<file path="config.mk">
export PLATFORM = sky130hd
export DESIGN_NAME = mips_loader
export DESIGN_NICKNAME = d
export VERILOG_FILES = /design/src/rtl/mips_loader.sv
export SDC_FILE = /design/constraint.sdc
export NUM_CORES = 1
export LEC_CHECK = 0
export CAP_MARGIN = 30
export CORE_ASPECT_RATIO = 1.2
export CORE_MARGIN = 1
export CORE_UTILIZATION = 35
export DETAILED_ROUTE_END_ITERATION = 12
export PLACE_DENSITY = 0.77
export SKIP_CTS_REPAIR_TIMING = 1
export SLEW_MARGIN = 0
export SYNTH_ARGS = -nofsm -noshare
export SYNTH_HDL_FRONTEND = slang
export SYNTH_SLANG_ARGS = --single-unit
</file>
<file path="constraint.sdc">
create_clock -name clock -period 1.73 [get_ports clock]
set_input_delay 0.2595 -clock clock [delete_from_list [all_inputs] [get_ports clock]]
set_output_delay 0.2595 -clock clock [all_outputs]
set_load 0.01 [all_outputs]
</file>
<file path="src/rtl/mips_loader.sv">
// MiniMIPS program loader: streams host words into im, rf and dm,
// holding the core stalled until the whole image is written.
module mips_loader #(
    parameter int IM_DEPTH = 32,
    parameter int RF_DEPTH = 8,
    parameter int DM_DEPTH = 32,
    parameter int IM_AW    = 5,
    parameter int DM_AW    = 5
) (
    input  logic             clock,
    input  logic             reset,
    input  logic             start,
    input  logic             in_valid,
    input  logic [31:0]      in_data,
    output logic             in_ready,
    output logic             im_we,
    output logic [IM_AW-1:0] im_addr,
    output logic [15:0]      im_wdata,
    output logic             rf_we,
    output logic [2:0]       rf_addr,
    output logic [31:0]      rf_wdata,
    output logic             dm_we,
    output logic [DM_AW-1:0] dm_addr,
    output logic [31:0]      dm_wdata,
    output logic             busy,
    output logic             cpu_run
);

    localparam int AWM = (IM_AW > DM_AW) ? IM_AW : DM_AW;
    localparam int CW  = (AWM > 3) ? AWM : 3;
    localparam logic [CW-1:0] IM_LAST = CW'(IM_DEPTH - 1);
    localparam logic [CW-1:0] RF_LAST = CW'(RF_DEPTH - 1);
    localparam logic [CW-1:0] DM_LAST = CW'(DM_DEPTH - 1);

    typedef enum logic [2:0] {
        S_IDLE,
        S_LOAD_IM,
        S_LOAD_RF,
        S_LOAD_DM,
        S_FLUSH,
        S_RUN
    } state_t;

    state_t           r_state;
    state_t           w_next;
    logic [CW-1:0]    r_cnt;
    logic             w_acc;
    logic             w_last;
    logic             w_restart;

    logic             r_im_we;
    logic [IM_AW-1:0] r_im_addr;
    logic [15:0]      r_im_wdata;
    logic             r_rf_we;
    logic [2:0]       r_rf_addr;
    logic [31:0]      r_rf_wdata;
    logic             r_dm_we;
    logic [DM_AW-1:0] r_dm_addr;
    logic [31:0]      r_dm_wdata;

    always_ff @(posedge clock) begin
        if (reset) r_state <= S_IDLE;
        else       r_state <= w_next;
    end

    always_comb begin
        w_next    = r_state;
        in_ready  = 1'b0;
        busy      = 1'b0;
        cpu_run   = 1'b0;
        w_last    = 1'b0;
        w_restart = 1'b0;
        case (r_state)
            S_IDLE: begin
                w_restart = start;
                if (start) w_next = S_LOAD_IM;
            end
            S_LOAD_IM: begin
                in_ready = 1'b1;
                busy     = 1'b1;
                w_last   = (r_cnt == IM_LAST);
                if (in_valid && w_last) w_next = S_LOAD_RF;
            end
            S_LOAD_RF: begin
                in_ready = 1'b1;
                busy     = 1'b1;
                w_last   = (r_cnt == RF_LAST);
                if (in_valid && w_last) w_next = S_LOAD_DM;
            end
            S_LOAD_DM: begin
                in_ready = 1'b1;
                busy     = 1'b1;
                w_last   = (r_cnt == DM_LAST);
                if (in_valid && w_last) w_next = S_FLUSH;
            end
            S_FLUSH: begin
                busy   = 1'b1;
                w_next = S_RUN;
            end
            S_RUN: begin
                cpu_run   = 1'b1;
                w_restart = start;
                if (start) w_next = S_LOAD_IM;
            end
            default: w_next = S_IDLE;
        endcase
    end

    assign w_acc = in_valid & in_ready;

    always_ff @(posedge clock) begin
        if (reset || w_restart) r_cnt <= '0;
        else if (w_acc)         r_cnt <= w_last ? '0 : r_cnt + CW'(1);
    end

    // Strobes are registered, so a word taken on a reset edge never writes.
    always_ff @(posedge clock) begin
        if (reset) begin
            r_im_we    <= 1'b0;
            r_im_addr  <= '0;
            r_im_wdata <= '0;
            r_rf_we    <= 1'b0;
            r_rf_addr  <= '0;
            r_rf_wdata <= '0;
            r_dm_we    <= 1'b0;
            r_dm_addr  <= '0;
            r_dm_wdata <= '0;
        end else begin
            r_im_we <= w_acc && (r_state == S_LOAD_IM);
            r_rf_we <= w_acc && (r_state == S_LOAD_RF) && (r_cnt != '0);
            r_dm_we <= w_acc && (r_state == S_LOAD_DM);
            if (w_acc && (r_state == S_LOAD_IM)) begin
                r_im_addr  <= r_cnt[IM_AW-1:0];
                r_im_wdata <= in_data[15:0];
            end
            if (w_acc && (r_state == S_LOAD_RF)) begin
                r_rf_addr  <= r_cnt[2:0];
                r_rf_wdata <= in_data;
            end
            if (w_acc && (r_state == S_LOAD_DM)) begin
                r_dm_addr  <= r_cnt[DM_AW-1:0];
                r_dm_wdata <= in_data;
            end
        end
    end

    assign im_we    = r_im_we;
    assign im_addr  = r_im_addr;
    assign im_wdata = r_im_wdata;
    assign rf_we    = r_rf_we;
    assign rf_addr  = r_rf_addr;
    assign rf_wdata = r_rf_wdata;
    assign dm_we    = r_dm_we;
    assign dm_addr  = r_dm_addr;
    assign dm_wdata = r_dm_wdata;

endmodule

</file>
After elaboration in Yosys (flattened, before gate mapping)
Cells that the tools add are included.
{"block": "op_classes", "addsub": 1, "n_eq_ne": 11, "n_mux": 11, "n_bitwise": 1, "reduce_logical": 14}
{"operator": "case mux 3 bit (5 select lines)", "n": 1}
{"operator": "two-way mux 3 bit", "n": 4}
{"operator": "equality test 3 x 2 -> 1 bit, second input constant", "n": 2}
{"operator": "equality test 3 bit, second input constant", "n": 2}
{"operator": "logical AND 1 bit", "n": 6}
{"operator": "inequality test 2 bit, second input constant", "n": 3}
{"operator": "adder 5 x 1 -> 5 bit, second input constant", "n": 1}
{"operator": "equality test 5 x 3 -> 1 bit, second input constant", "n": 1}
{"operator": "equality test 5 bit, second input constant", "n": 1}
{"operator": "two-way mux 5 bit", "n": 1}
{"operator": "nonzero test 5 bit", "n": 1}
{"operator": "two-way mux 1 bit", "n": 4}
{"operator": "AND reduction 4 bit", "n": 1}
{"operator": "OR reduction 2 bit", "n": 2}
{"operator": "OR reduction 4 bit", "n": 1}
{"operator": "equality test 3 x 1 -> 1 bit, second input constant", "n": 1}
{"operator": "zero test 3 bit", "n": 1}
{"operator": "OR reduction 3 bit", "n": 1}
{"operator": "inequality test 2 x 1 -> 1 bit, second input constant", "n": 1}
{"operator": "case mux 1 bit (2 select lines)", "n": 1}
{"operator": "bitwise AND 1 bit", "n": 1}
{"operator": "logical OR 1 bit", "n": 1}
{"block": "totals", "reg_bits": 104, "in_bits": 36, "out_inout_bits": 99, "wordCells": 49}

Depth between registers and ports, before layout
{"block": "depth", "depth_word": 6, "depth_mapped": 8, "depth_no_buf": 7}

Least setup slack after synthesis
Ideal clock, no wire load.
{"block": "synth_path", "path_kind": "reg2reg", "start": "reg r_cnt[0]", "end": "reg r_cnt[2]", "setup_time_ns": 0.070, "arrival_ns": 1.672, "required_time_ns": 1.660, "path_slack_ns": -0.012, "path_stages_with_launch": 8, "n_path_buf": 0, "synth_period_minus_slack_ns": 1.742, "path_cell_list": "dfxtp_1 ha_1 and3_1 ha_1 and2_0 a2111oi_4 nand3b_1 a21oi_1"}
{"block": "synth_between", "elab_chain_cells": 3, "elab_cells_between_ends": 5, "classes_between": "1 x add/sub; 2 x eq/ne; 2 x mux"}
{"element": "start: declaration", "line": "46", "source": "logic [CW-1:0] r_cnt;"}
{"element": "start signal: assignment", "line": "113", "source": "else if (w_acc) r_cnt <= w_last ? '0 : r_cnt + CW'(1);"}
{"element": "parallel branches: the longest is 2 deep, another holds adder 5 x 1 -> 5 bit"}
{"element": "two-way mux 5 bit (*)", "line": "113"}
Every way passes the cells marked *.
A chain may end at the register's enable or synchronous reset.

Worst setup path after layout
{"block": "layout_path", "start": "reg r_cnt[1]", "end": "reg r_cnt[2]"}
The elaborated chain is that of the path after synthesis.

==> impl_metrics.csv <==
group,metric,value,unit
run_status,status,"complete, no violations",
timing,setup_viol,0,
pwr,p_leak,1.99,nW
cts,clkLatencyLatePin,0.34,ns
worst_setup_path,end_kind,"flip-flop",
floorplanning,start_util,36.1,%
timing,period_share,98.7,%
finish,final_design_area_no_fill,5790,um^2
hold_path,min_path_type,"primary input to flip-flop",
worst_setup_path,startpoint_type,"flip-flop",
cts,clock_sinks,104,
worst_setup_path,worstSetupPathType,"flip-flop to flip-flop",
drt,wire_per_inst,14.1,um
placement,hpwl,7260,um
timing,worst_pin_slew,0.478,ns
grt,grt_start_max_net_pins,52,
logic_synthesis,synth_top_area_share,54.6,%
timing,hold_slack,0.310,ns
cts,cts_buffers,9,
cts,root_buffer,"clkbuf_16",
logic_synthesis,syn_inst,477,
hold_path,hold_path.startpoint,"reset",
pwr,vdd_drop_max,589,uV
logic_synthesis,synth_top_cell_by_area,"dfxtp_1",
grt,antenna_found_initial,0,
grt,gr-total-overflow,0,
floorplanning,fp.dieH,116,um
finish,syn2layout_area_growth,51.7,%
cts,h-tree-depth,3,
pwr,power.total,0.00493,W
floorplanning,core_area,10600,um^2
hold_path,min_path_cells,2,
logic_synthesis,yosys_warnings,0,
worst_setup_path,r2r-start,"r_cnt[1]",
drt,dr.pass1.iters,4,
logic_synthesis,ys_ff_latch,104,
finish,nNetsFinal,653,
drt,drc_errors,0,
drt,viasPerCell,4.89,
floorplanning,fp.dieW,97.3,um
logic_synthesis,seq_area_frac_synth,54.6,%
worst_setup_path,path_max_fanout,5,
logic_synthesis,synth.most_common_cell,"nand2_1",
floorplanning,io_pins,135,
logic_synthesis,yosys.area_share.adder,0.984,%
logic_synthesis,syn-cell-area,3810,um^2
grt,grt.total_usage,18.6,%
drt,dr.first_iter.drc_count,178,
logic_synthesis,synth_common_cells,"nand2_1 (194), dfxtp_1 (104), a21oi_1 (99)",
finish,drive_gt1_share,9.85,%
worst_setup_path,rrSetupSlack,0.02,ns
placement,dp_slack,-0.140,ns
timing,clock_skew,0.00752,ns
logic_synthesis,synth-compound-area-share,14.9,%
timing,rsz0062_at_grt,"yes",
pwr,p_per_area,852,nW/um^2
logic_synthesis,syn_nets,516,
drt,ant_nets,0,
cts,tritoncts,"yes",
worst_setup_path,regToRegEndpoint,"r_cnt[2]",
logic_synthesis,synth_mux_area_share,0,%
placement,gp_congestion,0.845,
finish,nFillCells,922,
logic_synthesis,synth-main-ff-cell,"dfxtp_1",
grt,grt_pass1_vias,3593,
logic_synthesis,synth_top_family_by_area,"simple AND/OR/NAND/NOR gates",
drt,num_vias,3657,
worst_setup_path,required,2.01,ns
placement,placed_area,5370,um^2
timing,finalHoldViolCount,0,
floorplanning,dieArea,11300,um^2
floorplanning,rows,41,
logic_synthesis,avgSynthCellArea,8.00,um^2
worst_setup_path,arrival,1.98,ns
logic_synthesis,async_reset_ff_share,0,%
timing,timing.final.crit_period,1.71,ns
cts,path_clk_slew,0.07,ns
drt,wl,10500,um
cts,clockBufferDepth,2,
grt,grt_pass1_wl,16900,um
placement,portBuffers,134,
logic_synthesis,synth_area_leaders,"dfxtp_1 (55%), nand2_1 (19%), a21oi_1 (13%)",
hold_path,hold_end,"im_we",
logic_synthesis,ys_types,30,
logic_synthesis,yosys.area_share.xor_xnor,0.689,%
logic_synthesis,synth-simple-area-share,23.9,%
timing,relSlewSlack,67.7,%
timing,setup_slack,0.0216,ns
worst_setup_path,ff2ff_path_depth,7,
finish,num_antenna_cells,0,
timing,slew_violations,0,
run,cap_violations,0,
logic_synthesis,synth_edf_count,0,
timing,fmax,585,MHz
==> registers in the layout, summed over array words and instances, names as in the netlist <==
register / count
im_addr: 5
rf_wdata: 32
r_state: 3
dm_addr: 5
im_wdata: 16
rf_addr: 3
dm_we: 1
rf_we: 1
im_we: 1
dm_wdata: 32
r_cnt: 5
==> final cells by class <==
class                   count  area (um^2)  area share, %
repair buffers            160         1590           27.5
multi-input cells         336         1600           27.6
well taps                 129          161           2.79
clock buffers              12          256           4.43
clock inverters             4         76.3           1.32
inverters                   3         11.3          0.195
flip-flops and latches    104         2090           36.2
==> critical path, cell delays in order, from the launching register on <==
cell and delay, ns:
dfxtp_2 0.34, ha_4 0.16, and3_4 0.18, ha_4 0.15, and2_4 0.16, a2111oi_4 0.39, nand3b_1 0.14, a21oi_2 0.13
==> worst max path at each step <==
| stage | to | start | cells past startpoint |
|---|---|---|---|
| after floorplan | r_cnt[2] | r_cnt[0] | 7 |
| after global placement | dm_addr[4] | in_valid | 7 |
| after detailed placement | dm_wdata[28] | in_valid | 7 |
| after CTS | busy | r_state[1] | 3 |
| after global routing | r_cnt[2] | r_cnt[0] | 7 |
| final | r_cnt[2] | r_cnt[1] | 7 |
==> report_power, final <==
group	internal, W	switching (W)	total [W]
Sequential	0.00241	0.0000114	0.00242
Clock	0.00135	0.000853	0.00220
Combinational	0.000156	0.000148	0.000304
==> metal layers <==
metal	routed length [um]	vias to the layer above	part of all wire [%]	track usage, %
met5	0	-	0	0
met4	119	0	1.1	8.04
met3	730	11	6.9	4.55
met2	5090	147	48	31.7
met1	4610	1677	44	22.5
li1	-	1822	-	-
==> logic make-up after synthesis <==
group,after synthesis
AO/OA/AOI/OAI,107
XOR/XNOR,3
AND/OR/NAND/NOR,223
flip-flops,104
buffers and inverters,37
adder cells (fa/ha/maj),3
==> cell usage in the layout (no fill, tap or decap), types with 3 or more instances in the layout <==
cell type / synthesis / final
a21oi_2: 0 / 3
buf_4: 6 / 22
xnor2_1: 3 / 3
and3_1: 5 / 4
nor2_1: 9 / 8
dfxtp_1: 104 / 100
a21oi_1: 99 / 96
clkbuf_16: 0 / 9
nand2_1: 194 / 194
buf_12: 0 / 4
clkdlybuf4s50_1: 0 / 131
==> stage by stage <==
| step | utilization (%) | instances | TNS [ns] |
|---|---|---|---|
| 2_1_floorplan | - | 477 | 0 |
| 3_3_place_gp | 50.9 | 729 | -2.60 |
| 3_5_place_dp | 50.9 | 729 | -4.71 |
| 4_1_cts | 54.0 | 745 | -0.664 |
| 5_1_grt | 54.8 | 748 | -0.314 |
| 6_report | 54.8 | 748 | 0 |
Power figures use the tool's default switching activity.
